### src/rtl/dmem_ctrl_if.sv
// Bus bundle between the M-stage data port, the data-memory controller and
// the backing RAM. The controller takes the slave view; the CPU/RAM side
// takes the master view.
interface dmem_if #(
  parameter int WBUF_DEPTH = 4
);
  localparam int CW = $clog2(WBUF_DEPTH) + 1;

  logic [31:0]   cpu_addr;
  logic [31:0]   cpu_wdata;
  logic          cpu_we;
  logic          cpu_re;
  logic [31:0]   cpu_rdata;
  logic          stall;
  logic [CW-1:0] wbuf_count;

  logic          mem_req;
  logic          mem_we;
  logic [31:0]   mem_addr;
  logic [31:0]   mem_wdata;
  logic          mem_ack;
  logic [31:0]   mem_rdata;

  modport slave (
    input  cpu_addr, cpu_wdata, cpu_we, cpu_re, mem_ack, mem_rdata,
    output cpu_rdata, stall, wbuf_count, mem_req, mem_we, mem_addr, mem_wdata
  );

  modport master (
    output cpu_addr, cpu_wdata, cpu_we, cpu_re, mem_ack, mem_rdata,
    input  cpu_rdata, stall, wbuf_count, mem_req, mem_we, mem_addr, mem_wdata
  );
endinterface

### src/rtl/dmem_ctrl.sv
// M-stage data-memory controller: posts stores into an in-order write
// buffer, forwards buffered store data to loads, and issues a single RAM
// read per load miss. Loads jump ahead of queued stores but never ahead of
// a write that is already on the RAM bus.
module dmem_ctrl #(
  parameter int WBUF_DEPTH = 4
) (
  input  logic  clk,
  input  logic  reset,
  dmem_if.slave bus
);
  localparam int PW = $clog2(WBUF_DEPTH);
  localparam int CW = PW + 1;

  typedef enum logic [1:0] {IDLE, WDRAIN, RD, RD_DONE} state_t;

  state_t        state_reg, state_next;

  // write buffer storage (no reset: only entries inside the count are read)
  logic [29:0]   wb_addr_reg [WBUF_DEPTH];
  logic [31:0]   wb_data_reg [WBUF_DEPTH];
  logic [PW-1:0] wr_ptr_reg, rd_ptr_reg;
  logic [CW-1:0] count_reg;

  // registered RAM request and captured read data
  logic          mem_req_reg, mem_req_next;
  logic          mem_we_reg, mem_we_next;
  logic [29:0]   mem_addr_reg, mem_addr_next;
  logic [31:0]   mem_wdata_reg, mem_wdata_next;
  logic [31:0]   rdata_q_reg, rdata_q_next;

  logic [29:0]   cpu_word;
  logic          full, empty, load_req, hit, miss, push, pop, ack;
  logic [31:0]   hit_data;
  logic [29:0]   nhead_addr;
  logic [31:0]   nhead_data;
  logic          unused_addr_bits;

  assign cpu_word         = bus.cpu_addr[31:2];
  assign unused_addr_bits = ^bus.cpu_addr[1:0];
  assign full             = (count_reg == CW'(WBUF_DEPTH));
  assign empty            = (count_reg == '0);
  // a simultaneous store wins; the load half of such a request is dropped
  assign load_req         = bus.cpu_re && !bus.cpu_we;
  assign ack              = mem_req_reg && bus.mem_ack;
  assign pop              = ack && mem_we_reg;
  assign push             = bus.cpu_we && !full;

  // Forwarding search: walk from oldest to youngest so the youngest match wins
  always_comb begin
    hit      = 1'b0;
    hit_data = '0;
    for (int k = 0; k < WBUF_DEPTH; k++) begin
      if ((CW'(k) < count_reg) && (wb_addr_reg[rd_ptr_reg + PW'(k)] == cpu_word)) begin
        hit      = 1'b1;
        hit_data = wb_data_reg[rd_ptr_reg + PW'(k)];
      end
    end
  end

  // In RD_DONE the load is satisfied from rdata_q, so it is no longer a miss
  assign miss = load_req && !hit && (state_reg != RD_DONE);

  // CPU-facing outputs; both forced quiet while reset is asserted
  always_comb begin
    bus.stall     = !reset && (miss || (bus.cpu_we && full));
    bus.cpu_rdata = '0;
    if (!reset) begin
      if (state_reg == RD_DONE)
        bus.cpu_rdata = rdata_q_reg;
      else if (load_req && hit)
        bus.cpu_rdata = hit_data;
    end
  end

  assign bus.wbuf_count = count_reg;
  assign bus.mem_req    = mem_req_reg;
  assign bus.mem_we     = mem_we_reg;
  assign bus.mem_addr   = {mem_addr_reg, 2'b00};
  assign bus.mem_wdata  = mem_wdata_reg;

  // Entry that becomes head after the current pop; with a single entry left
  // it can only be the store being pushed at this very edge
  always_comb begin
    if (count_reg > CW'(1)) begin
      nhead_addr = wb_addr_reg[rd_ptr_reg + PW'(1)];
      nhead_data = wb_data_reg[rd_ptr_reg + PW'(1)];
    end else begin
      nhead_addr = cpu_word;
      nhead_data = bus.cpu_wdata;
    end
  end

  // Next-state and next RAM request
  always_comb begin
    state_next     = state_reg;
    mem_req_next   = mem_req_reg;
    mem_we_next    = mem_we_reg;
    mem_addr_next  = mem_addr_reg;
    mem_wdata_next = mem_wdata_reg;
    rdata_q_next   = rdata_q_reg;
    case (state_reg)
      IDLE: begin
        if (miss) begin
          state_next    = RD;
          mem_req_next  = 1'b1;
          mem_we_next   = 1'b0;
          mem_addr_next = cpu_word;
        end else if (!empty) begin
          state_next     = WDRAIN;
          mem_req_next   = 1'b1;
          mem_we_next    = 1'b1;
          mem_addr_next  = wb_addr_reg[rd_ptr_reg];
          mem_wdata_next = wb_data_reg[rd_ptr_reg];
        end
      end
      WDRAIN: begin
        if (ack) begin
          if (miss) begin
            state_next    = RD;
            mem_req_next  = 1'b1;
            mem_we_next   = 1'b0;
            mem_addr_next = cpu_word;
          end else if ((count_reg > CW'(1)) || push) begin
            mem_req_next   = 1'b1;
            mem_we_next    = 1'b1;
            mem_addr_next  = nhead_addr;
            mem_wdata_next = nhead_data;
          end else begin
            state_next   = IDLE;
            mem_req_next = 1'b0;
          end
        end
      end
      RD: begin
        if (ack) begin
          state_next   = RD_DONE;
          mem_req_next = 1'b0;
          rdata_q_next = bus.mem_rdata;
        end
      end
      RD_DONE: begin
        if (!empty) begin
          state_next     = WDRAIN;
          mem_req_next   = 1'b1;
          mem_we_next    = 1'b1;
          mem_addr_next  = wb_addr_reg[rd_ptr_reg];
          mem_wdata_next = wb_data_reg[rd_ptr_reg];
        end else begin
          state_next = IDLE;
        end
      end
      default: state_next = IDLE;
    endcase
  end

  // State, RAM request and read-data registers
  always_ff @(posedge clk or posedge reset) begin
    if (reset) begin
      state_reg     <= IDLE;
      mem_req_reg   <= 1'b0;
      mem_we_reg    <= 1'b0;
      mem_addr_reg  <= '0;
      mem_wdata_reg <= '0;
      rdata_q_reg   <= '0;
    end else begin
      state_reg     <= state_next;
      mem_req_reg   <= mem_req_next;
      mem_we_reg    <= mem_we_next;
      mem_addr_reg  <= mem_addr_next;
      mem_wdata_reg <= mem_wdata_next;
      rdata_q_reg   <= rdata_q_next;
    end
  end

  // Write-buffer pointers and occupancy
  always_ff @(posedge clk or posedge reset) begin
    if (reset) begin
      wr_ptr_reg <= '0;
      rd_ptr_reg <= '0;
      count_reg  <= '0;
    end else begin
      if (push) wr_ptr_reg <= wr_ptr_reg + PW'(1);
      if (pop)  rd_ptr_reg <= rd_ptr_reg + PW'(1);
      case ({push, pop})
        2'b10:   count_reg <= count_reg + CW'(1);
        2'b01:   count_reg <= count_reg - CW'(1);
        default: count_reg <= count_reg;
      endcase
    end
  end

  // Write-buffer entry storage
  always_ff @(posedge clk) begin
    if (push) begin
      wb_addr_reg[wr_ptr_reg] <= cpu_word;
      wb_data_reg[wr_ptr_reg] <= bus.cpu_wdata;
    end
  end

  // Simultaneous load and store from the pipeline is a CPU bug
  assert property (@(posedge clk) disable iff (reset) !(bus.cpu_we && bus.cpu_re))
    else $error("dmem_ctrl: cpu_we and cpu_re both asserted");

endmodule

### src/flat_wrapper.sv
// flat-port wrapper written by rule: the top's interface ports become plain ports
module dmem_ctrl_flat 
#(
  parameter int WBUF_DEPTH = 4
)
  (clk, reset, bus_cpu_addr, bus_cpu_wdata, bus_cpu_we, bus_cpu_re, bus_mem_ack, bus_mem_rdata, bus_cpu_rdata, bus_stall, bus_wbuf_count, bus_mem_req, bus_mem_we, bus_mem_addr, bus_mem_wdata);
  dmem_if #(.WBUF_DEPTH(WBUF_DEPTH)) bus_i ();
  input  logic clk;
  input  logic reset;
  input wire logic [$bits(bus_i.cpu_addr)-1:0] bus_cpu_addr;
  input wire logic [$bits(bus_i.cpu_wdata)-1:0] bus_cpu_wdata;
  input wire logic [$bits(bus_i.cpu_we)-1:0] bus_cpu_we;
  input wire logic [$bits(bus_i.cpu_re)-1:0] bus_cpu_re;
  input wire logic [$bits(bus_i.mem_ack)-1:0] bus_mem_ack;
  input wire logic [$bits(bus_i.mem_rdata)-1:0] bus_mem_rdata;
  output wire logic [$bits(bus_i.cpu_rdata)-1:0] bus_cpu_rdata;
  output wire logic [$bits(bus_i.stall)-1:0] bus_stall;
  output wire logic [$bits(bus_i.wbuf_count)-1:0] bus_wbuf_count;
  output wire logic [$bits(bus_i.mem_req)-1:0] bus_mem_req;
  output wire logic [$bits(bus_i.mem_we)-1:0] bus_mem_we;
  output wire logic [$bits(bus_i.mem_addr)-1:0] bus_mem_addr;
  output wire logic [$bits(bus_i.mem_wdata)-1:0] bus_mem_wdata;
  assign bus_i.cpu_addr = bus_cpu_addr;
  assign bus_i.cpu_wdata = bus_cpu_wdata;
  assign bus_i.cpu_we = bus_cpu_we;
  assign bus_i.cpu_re = bus_cpu_re;
  assign bus_i.mem_ack = bus_mem_ack;
  assign bus_i.mem_rdata = bus_mem_rdata;
  assign bus_cpu_rdata = bus_i.cpu_rdata;
  assign bus_stall = bus_i.stall;
  assign bus_wbuf_count = bus_i.wbuf_count;
  assign bus_mem_req = bus_i.mem_req;
  assign bus_mem_we = bus_i.mem_we;
  assign bus_mem_addr = bus_i.mem_addr;
  assign bus_mem_wdata = bus_i.mem_wdata;
  dmem_ctrl #(.WBUF_DEPTH(WBUF_DEPTH)) u_core (.clk(clk), .reset(reset), .bus(bus_i));
endmodule
### config.mk
export PLATFORM = sky130hd
export DESIGN_NAME = dmem_ctrl_flat
export DESIGN_NICKNAME = d
export VERILOG_FILES = /design/src/rtl/dmem_ctrl_if.sv /design/src/rtl/dmem_ctrl.sv /design/src/flat_wrapper.sv
export SDC_FILE = /design/constraint.sdc
export NUM_CORES = 1
export LEC_CHECK = 0
export CORE_MARGIN = 8
export CORE_UTILIZATION = 40
export DETAILED_ROUTE_END_ITERATION = 6
export GPL_ROUTABILITY_DRIVEN = 0
export GPL_TIMING_DRIVEN = 0
export HOLD_SLACK_MARGIN = 0.06
export MAX_ROUTING_LAYER = met4
export PLACE_DENSITY_LB_ADDON = 0.15
export SLEW_MARGIN = 10
export SYNTH_ARGS = -nofsm -noshare
export SYNTH_HDL_FRONTEND = slang
export SYNTH_SLANG_ARGS = --single-unit
### constraint.sdc
create_clock -name clk -period 5.1 [get_ports clk]
set_input_delay 0.51 -clock clk [delete_from_list [all_inputs] [get_ports clk]]
set_output_delay 0.51 -clock clk [all_outputs]
set_load 0.02 [all_outputs]
# Word-level counts from Yosys, hierarchy flattened
# Memories as Yosys holds them, arrays and structs flattened.
# Index checks and enable logic that the tools add are counted.
# totals
register_bits	105
latch_bits	0
ramBits	248
romBits	0
input_bits	101
wordCells	118
mem_count	2
# classes
add_sub_neg	6
n_mul	0
n_div	0
order_cmp	5
n_eq_ne	19
n_shift	0
muxes	49
bitwise_logic	0
n_reduce_logical	28
# memory_table
memory	words	word_bits	read_ports	rd_ports_with_merged_regs	write_ports	line_no	rtl
u_core.wb_data_reg	4	32	4	0	1	dmem_ctrl.sv:21	logic [31:0] wb_data_reg [WBUF_DEPTH];
u_core.wb_addr_reg	4	30	4	0	1	dmem_ctrl.sv:20	logic [29:0] wb_addr_reg [WBUF_DEPTH];
# ops
op	n
$mux 32	13
$mux 30	6
$eq 30x30->1	4
$pmux 32 s3	1
$pmux 30 s3	1
$mux 1	18
$logic_and 1x1->1	13
$mux 2	6
$pmux 2 s4	1
$eq 2x2->1 const B	3
$lt 1x3->1 const A	2
$lt 2x3->1 const A	2
$ne 2x1->1 const B	3
$ne 2x2->1 const B	3
$pmux 3 s2	1
$reduce_and 5->1	1
$add 2x1->2 const B	2
$add 2x2->2 const B	2
$eq 2x1->1 const B	2
$logic_not 1->1	4
$pmux 1 s4	1
$reduce_and 2->1	2
$reduce_and 4->1	1
$add 3x1->3 const B	1
13 further kinds	14

# Depth between registers and ports, before layout
# Gate-level depths: netlist (run 1).
# An unclocked memory read counts as a cell.
# depth
word_depth	13
depth_mapped	18
ltp_nobuf	11

# Worst setup path before layout (run 1)
# OpenSTA, ideal clock, no wires.
# synth_timing
path_type	reg2out
start	register u_core.rd_ptr_reg[0]
end	output port bus_cpu_rdata[20]
arrival_ns	4.142
t_required_ns	4.590
slack_ns	0.448
stages_incl_launch_ff	14
path_buffers	6
cell_sequence	dfrtp_1 buf_6 buf_6 buf_4 buf_4 mux4_2 xnor2_1 nand3_1 or3_1 nor4_1 buf_2 clkbuf_1 mux2_2 o21ai_0
# synth_between
elab_chain_len	11
word_cells_on_any_way	25
cone_classes	add/sub: 3; eq/ne: 4; mux: 11; reduce/logical: 5; memory: 2
# synth_lines
element	line_no	rtl
start: declaration	dmem_ctrl.sv:22	logic [PW-1:0] wr_ptr_reg, rd_ptr_reg;
start signal: assignment	dmem_ctrl.sv:184	if (pop) rd_ptr_reg <= rd_ptr_reg + PW'(1);
$add 2x1->2 or $mem_v2 4x30 (tied branches)	n/a	
$mem_v2 4x30 or $eq 30x30->1 (tied branches)	n/a	
$eq 30x30->1 or $logic_and 1x1->1 (tied branches)	dmem_ctrl.sv:54	if ((CW'(k) < count_reg) && (wb_addr_reg[rd_ptr_reg + PW'(k)] == cpu_word)) begin
$logic_and 1x1->1 or $mux 1 (tied branches)	dmem_ctrl.sv:54	
$mux 1 (3 in series)	dmem_ctrl.sv:54	
$logic_and 1x1->1	dmem_ctrl.sv:71	else if (load_req && hit)
$mux 32 (*)	dmem_ctrl.sv:71	
$mux 32 (*)	dmem_ctrl.sv:69	if (state_reg == RD_DONE)
$mux 32 (*)	dmem_ctrl.sv:68	if (!reset) begin
end: declaration	flat_wrapper.sv:16	output wire logic [$bits(bus_i.cpu_rdata)-1:0] bus_cpu_rdata;
# Every way passes the cells marked *; elsewhere a longest branch is shown, timed or not.

# Worst setup path after layout (run 1)
# layout_timing
start	register u_core.rd_ptr_reg[1]
end	output port bus_cpu_rdata[31]
# Same word-level chain as after synthesis.

==> impl_metrics.json, run 1 <==
{
  "layoutNonFillerInstCount": 3074,
  "rsz0062_at_grt": "yes",
  "fillers": 4763,
  "cp_max_fo": 5,
  "cp_top_family": "simple AND/OR/NAND/NOR gates",
  "largest_reg_flops": 128,
  "outcome": "complete, but fails checks",
  "die_h_um": 252,
  "layout_common_cells": "edfxtp_1, nor2_1, mux2i_1",
  "die_w_um": 252,
  "io_buffers": 198,
  "holdWs_ns": 0.484,
  "drt-total-wl_um": 88100,
  "crit_buf_inv": 4,
  "cts_tree": "yes",
  "yosysWarningCount": 0,
  "nNetsFinal": 2399,
  "htreeDepth": 2,
  "hold_viol_final": 0,
  "ios": 203,
  "worstMarginPinSlew_ns": 1.08,
  "ys_async_sr_fraction_pct": 29.7,
  "power_mw": 19.7,
  "yosysTopAreaCellShare_pct": 33.4,
  "crit_arrival_ns": 4.68,
  "cp_cell_sequence": "buf_8 > buf_12 > buf_6 > mux4_2 > xnor2_4 > o2111ai_2 > or4_1 > or4_4 > or4_4 > nor3_2 > a21oi_1 > mux2_2 > o21ai_4 > buf_6",
  "hpwl_um": 61200,
  "crit_required_ns": 4.59,
  "core_region_area_um2": 55100,
  "cts-root-buf": "clkbuf_16",
  "syn_area_um2": 22300,
  "clkLatencyLatePin_ns": 0.60,
  "layout_min_cycle_time_ns": 5.19,
  "violations": "setup timing",
  "syn_inst": 1963,
  "critPathLaunchType": "flip-flop",
  "cpPeakStageDelay_ns": 0.60,
  "drive_above_1_share_pct": 27.8,
  "cap_violations": 0,
  "synth_edf_count": 248,
  "post_drt_via_cell_ratio": 6.18,
  "synthTopCellsByArea": "edfxtp_1, dfrtp_1, mux2i_1",
  "synth_area_leader_cell": "edfxtp_1",
  "fin_skew_ns": 0.0290,
  "final_util_pct": 53.2,
  "grt_pass1_vias": 19100,
  "cts.sink_count": 353,
  "min_period_over_period_pct": 102,
  "dieArea_um2": 63500,
  "leakage_nw": 11.2,
  "initial_core_util_pct": 40.5,
  "ys_types": 80,
  "postRouteAntennaNets": 0,
  "worst_ir_drop_vdd_mv": 0.309,
  "grt_overflow": 0,
  "worstHoldPathType": "flip-flop to flip-flop",
  "rows": 86,
  "vias": 19000,
  "path_class": "flip-flop to primary output",
  "grt_use_total_pct": 27.3,
  "final_cell_area_um2": 29300,
  "clock_path_buffers": 3,
  "layout_setup_ws_ns": -0.0859,
  "seq_area_frac_synth_pct": 45.2,
  "dpl_cell_area_um2": 25400,
  "synth_ff_type": "edfxtp_1",
  "cts-buffers-inserted": 42,
  "drc": 0,
  "fmax_mhz": 193,
  "antenna_found_initial": 3,
  "relSlewSlack_pct": 27.8,
  "cts_hold_buf": 0,
  "tns_ns": -0.621,
  "setup_violations": 20,
  "post-place-ws_ns": -2.02,
  "first_iter_violations": 2161,
  "power.density_nw_per_um2": 672,
  "final_common_cell": "edfxtp_1",
  "cts.clk_slew.worst_paths_ns": 0.06,
  "critPathSlowestCell": "or4_4",
  "grt_max_degree": 66,
  "place_inst": 2918,
  "slew_violations": 0,
  "syn_to_final_growth_pct": 31.5,
  "end_kind": "primary output",
  "ys_ff_latch": 353,
  "synth.avg_cell_area_um2": 11.4,
  "dr.pass1.iters": 6,
  "grt_pass1_wl_um": 127000,
  "routedWlPerCell_um": 28.6
}
-- cell families after synthesis --
| logic type | Yosys count | share of synthesized area, % |
|---|---|---|
| and+or+nand+nor | 500 | 10.1 |
| xor gates and xnor gates | 106 | 4.16 |
| adders and majority gates | 9 | 0.505 |
| other | 1 | 0.0168 |
| muxes | 417 | 24.5 |
| DFF | 353 | 45.2 |
| buffers and inverters | 203 | 4.06 |
| AOI/OAI and AO/OA | 374 | 11.5 |
-- layout make-up --
class	count	area, um^2	area share, %
clock inverters	27	383	1.31
multi-input cells	1408	12400	42.3
well taps	748	936	3.19
plain buffers	159	1310	4.47
diodes	4	10.0	0.0341
flip-flops and latches	353	10100	34.4
clock buffers	50	1100	3.75
inverters	43	166	0.567
repair buffers	282	2940	10.0
-- repair_timing --
| action | CTS | global route |
|---|---|---|
| buffers inserted | 39 | 29 |
| gates cloned | 3 | 5 |
| endpoints found under the hold margin | 0 | 0 |
| endpoints found under the setup margin | 96 | 46 |
| pin swaps | 22 | 29 |
| resized for setup | 460 | 175 |
-- worst register-to-register path: stages (launching register included) --
cell and delay [ns]:
dfrtp_1 0.37, buf_8 0.13, buf_12 0.13, buf_12 0.16, buf_12 0.18, buf_6 0.22
mux2i_1 0.38, mux2i_2 0.16, xnor2_2 0.30, and4b_1 0.24, nand4b_1 0.24, o41ai_4 0.38
buf_4 0.19, nor3_4 0.05, buf_4 0.18, a21o_1 0.15, clkbuf_1 0.29, clkbuf_1 0.44
a221oi_1 0.54, o2bb2ai_1 0.13
-- metal layers --
metal	global-route usage, %	part of all wire (%)
met1	33.1	38
met2	43.7	47
met3	5.73	9.0
met4	12.4	5.7
met5	-	0
-- report_power, final --
part	internal, mW	total [mW]	switching (mW)	leakage, nW
Clock	1.96	3.25	1.29	0.714
Combinational	5.14	12.0	6.84	6.99
Sequential	3.96	4.48	0.523	3.50
-- path summary, 6_finish.rpt --
| kind | from | to | slack, ns | cells past startpoint |
|---|---|---|---|---|
| setup / recovery | u_core.rd_ptr_reg[1] | bus_cpu_rdata[31] | -0.09 | 14 |
| hold / removal | u_core.mem_addr_reg[24] | u_core.mem_addr_reg[24] | 0.48 | 1 |
| min in group asynchronous | reset | u_core.bus.mem_wdata[25] | 0.51 | 2 |
| setup reg to reg | u_core.rd_ptr_reg[1] | u_core.mem_addr_reg[29] | 0.06 | 19 |
| hold reg to reg | u_core.mem_addr_reg[24] | u_core.mem_addr_reg[24] | 0.48 | 1 |
| max in group asynchronous | reset | u_core.mem_addr_reg[14] | 3.83 | 3 |
-- synth_stat cells, drive strengths merged, types with 37 or more instances --
master,instances
nor2,215
xnor2,96
buf,73
edfxtp,248
dfrtp,105
and3,38
mux2i,204
clkbuf,87
o21ai,48
a211oi,37
a21oi,80
nand2,144
mux4,82
a31oi,73
mux2,131
inv,42
Note: power is estimated with default switching activity, not from simulation.
==> inputs of run 2 (changes only) <==
Settings changed: CELL_PAD_IN_SITES_DETAIL_PLACEMENT from default to 0, CELL_PAD_IN_SITES_GLOBAL_PLACEMENT from default to 1, RECOVER_POWER from default to 100.
==> run 2 against run 1 <==
Worst setup slack better by 0.0041 ns; the run ends with capacitance limit, slew limit, setup timing left; routed wire length grew 2.2%; clock power down 2%; combinational power fell by 3%; sequential share of layout area up 0.74 points; sequential power about the same; register-to-register slack worse by 0.14 ns; non-clock buffer count is 18 lower; power decreased by 2.0%; critical path depth up 4; clock skew down 0.012 ns; flip-flop and latch count unchanged.
==> impl_metrics.json, run 2 (same netlist as run 1, synthesis figures left out) <==
{
  "outcome": "complete, but fails checks",
  "violations": "capacitance limit, slew limit, setup timing",
  "power_mw": 19.3,
  "cts-buffers-inserted": 42,
  "io_buffers": 198,
  "die_w_um": 252,
  "relSlewSlack_pct": -104,
  "r2r_cells": 18,
  "setup_violations": 13,
  "drt-total-wl_um": 90000,
  "cap_violations": 7,
  "grt_max_degree": 72,
  "tns_ns": -0.615,
  "worst_ir_drop_vdd_mv": 0.337,
  "rsz0062_at_grt": "yes",
  "antenna_found_initial": 3,
  "core_region_area_um2": 55100,
  "layout_min_cycle_time_ns": 5.18,
  "r2r-end": "u_core.mem_addr_reg[16]",
  "initial_core_util_pct": 40.5,
  "fmax_mhz": 193,
  "layout_common_cells": "edfxtp_1, nor2_1, mux2i_1",
  "routedWlPerCell_um": 29.4,
  "cts-root-buf": "clkbuf_16",
  "holdWs_ns": 0.484,
  "hold_viol_final": 0,
  "hold_depth": 1,
  "cts.sink_count": 353,
  "layoutNonFillerInstCount": 3056,
  "die_h_um": 252,
  "worstHoldPathType": "flip-flop to flip-flop",
  "dr.pass1.iters": 6,
  "path_class": "flip-flop to flip-flop",
  "grt_use_total_pct": 28.3,
  "critPathLaunchType": "flip-flop",
  "worstSetupEndpoint": "u_core.mem_addr_reg[16]",
  "end_kind": "flip-flop",
  "hpwl_um": 63200,
  "postRouteAntennaNets": 0,
  "drive_above_1_share_pct": 25.8,
  "grt_overflow": 0,
  "clock_path_buffers": 3,
  "slew_violations": 250,
  "dieArea_um2": 63500,
  "drc": 0,
  "largest_reg_flops": 128,
  "fillers": 4947,
  "rrSetupSlack_ns": -0.08,
  "htreeDepth": 2,
  "crit_required_ns": 5.61,
  "first_iter_violations": 1958,
  "fin_skew_ns": 0.0170,
  "power.density_nw_per_um2": 673,
  "grt_pass1_vias": 19200,
  "nNetsFinal": 2381,
  "startpoint": "u_core.rd_ptr_reg[0]",
  "crit_arrival_ns": 5.70,
  "cts.clk_slew.worst_paths_ns": 0.06,
  "place_inst": 2918,
  "cp_max_fo": 10,
  "rows": 86,
  "vias": 18900,
  "worstMarginPinSlew_ns": 3.07,
  "final_util_pct": 52.1,
  "clkLatencyLatePin_ns": 0.59,
  "leakage_nw": 10.9,
  "syn_to_final_growth_pct": 28.8,
  "cts_hold_buf": 0,
  "rr_startpoint": "u_core.rd_ptr_reg[0]",
  "ios": 203,
  "grt_pass1_wl_um": 130000,
  "post_drt_via_cell_ratio": 6.19,
  "cts_tree": "yes",
  "final_common_cell": "edfxtp_1",
  "min_period_over_period_pct": 102,
  "layout_setup_ws_ns": -0.0819
}
==> run 2: cell types whose count changed in the layout (fill, tap and decap cells not counted), sizes merged, moves of 2 or more <==
cell	previous run	this run
bufinv	8	5
clkdlybuf4s15	4	6
clkbuf	130	150
clkdlybuf4s50	165	39
dlygate4sd3	0	126
clkinv	14	7
buf	191	161
==> run 2: timing repair <==
item,in CTS,in global routing
setup buffers,36,17
gates cloned,2,2
endpoints found under the setup margin,96,86
resized for setup,489,89
pin swaps,29,22
==> run 2: worst min-delay path by stage <==
| stage | end | slack, ns | start |
|---|---|---|---|
| 2_1_floorplan | u_core.rdata_q_reg[28] | 0.48 | u_core.rdata_q_reg[28] |
| 3_3_place_gp | u_core.mem_addr_reg[1] | 0.47 | u_core.mem_addr_reg[1] |
| 3_5_place_dp | u_core.mem_addr_reg[26] | 0.47 | u_core.mem_addr_reg[26] |
| 4_1_cts | u_core.bus.mem_wdata[19] | 0.50 | u_core.bus.mem_wdata[19] |
| 5_1_grt | u_core.bus.mem_wdata[19] | 0.50 | u_core.bus.mem_wdata[19] |
| 6_report | u_core.bus.mem_wdata[19] | 0.48 | u_core.bus.mem_wdata[19] |
==> run 2: area by class of cell <==
| class | instances | area (um^2) | share of cell area, % |
|---|---|---|---|
| antenna | 3 | 7.51 | 0.0262 |
| buffer | 160 | 1340 | 4.65 |
| clock buffer | 60 | 1200 | 4.18 |
| clock inverter | 18 | 245 | 0.854 |
| inverter | 43 | 163 | 0.567 |
| multi-input combinational | 1408 | 12200 | 42.5 |
| sequential | 353 | 10100 | 35.1 |
| tap | 748 | 936 | 3.26 |
| timing repair buffer | 263 | 2530 | 8.83 |
==> run 2: per-layer routing <==
metal | GRT usage, % | vias to the layer above | wire length [um]
li1 | - | 8095 | -
met1 | 34.0 | 9430 | 34900
met2 | 45.8 | 1092 | 42900
met3 | 4.51 | 306 | 6930
met4 | 14.6 | 0 | 5280
met5 | - | - | 0
==> run 2: metrics by stage <==
stage	cell area (um^2)	worst slack [ns]
after CTS	28300	-0.0846
after global placement	25200	-2.48
after global routing	28700	-0.0176
after detailed placement	25400	-2.20
after floorplan	22300	0.448
final	28700	-0.0819
==> run 2: power by group <==
part	switching [mW]	total [mW]	internal [mW]	leakage, nW
clock network	1.28	3.19	1.91	0.694
logic	6.81	11.6	4.82	6.75
registers	0.519	4.50	3.98	3.50
==> run 2: critical path, cell delays in order, from the launching register on <==
cell and delay, ns:
dfrtp_1 0.37, buf_12 0.15, buf_16 0.17, buf_12 0.17, buf_12 0.19, buf_6 0.22, buf_2 0.35, buf_4 0.30
o21ai_0 0.12, a2111oi_0 0.57, nand4_1 0.35, o41ai_4 0.18, nor3_4 0.09, buf_4 0.19, a21o_1 0.15, clkbuf_1 0.29
clkbuf_2 0.40, a221oi_1 0.58, o22a_1 0.23
==> inputs of run 3 (changes only) <==
Settings changed: CTS_CLUSTER_SIZE from default to 20, HOLD_SLACK_MARGIN 0.06 to default.
==> results of run 3 <==
No change in the layout: final DEF, timing and power equal those of run 2.
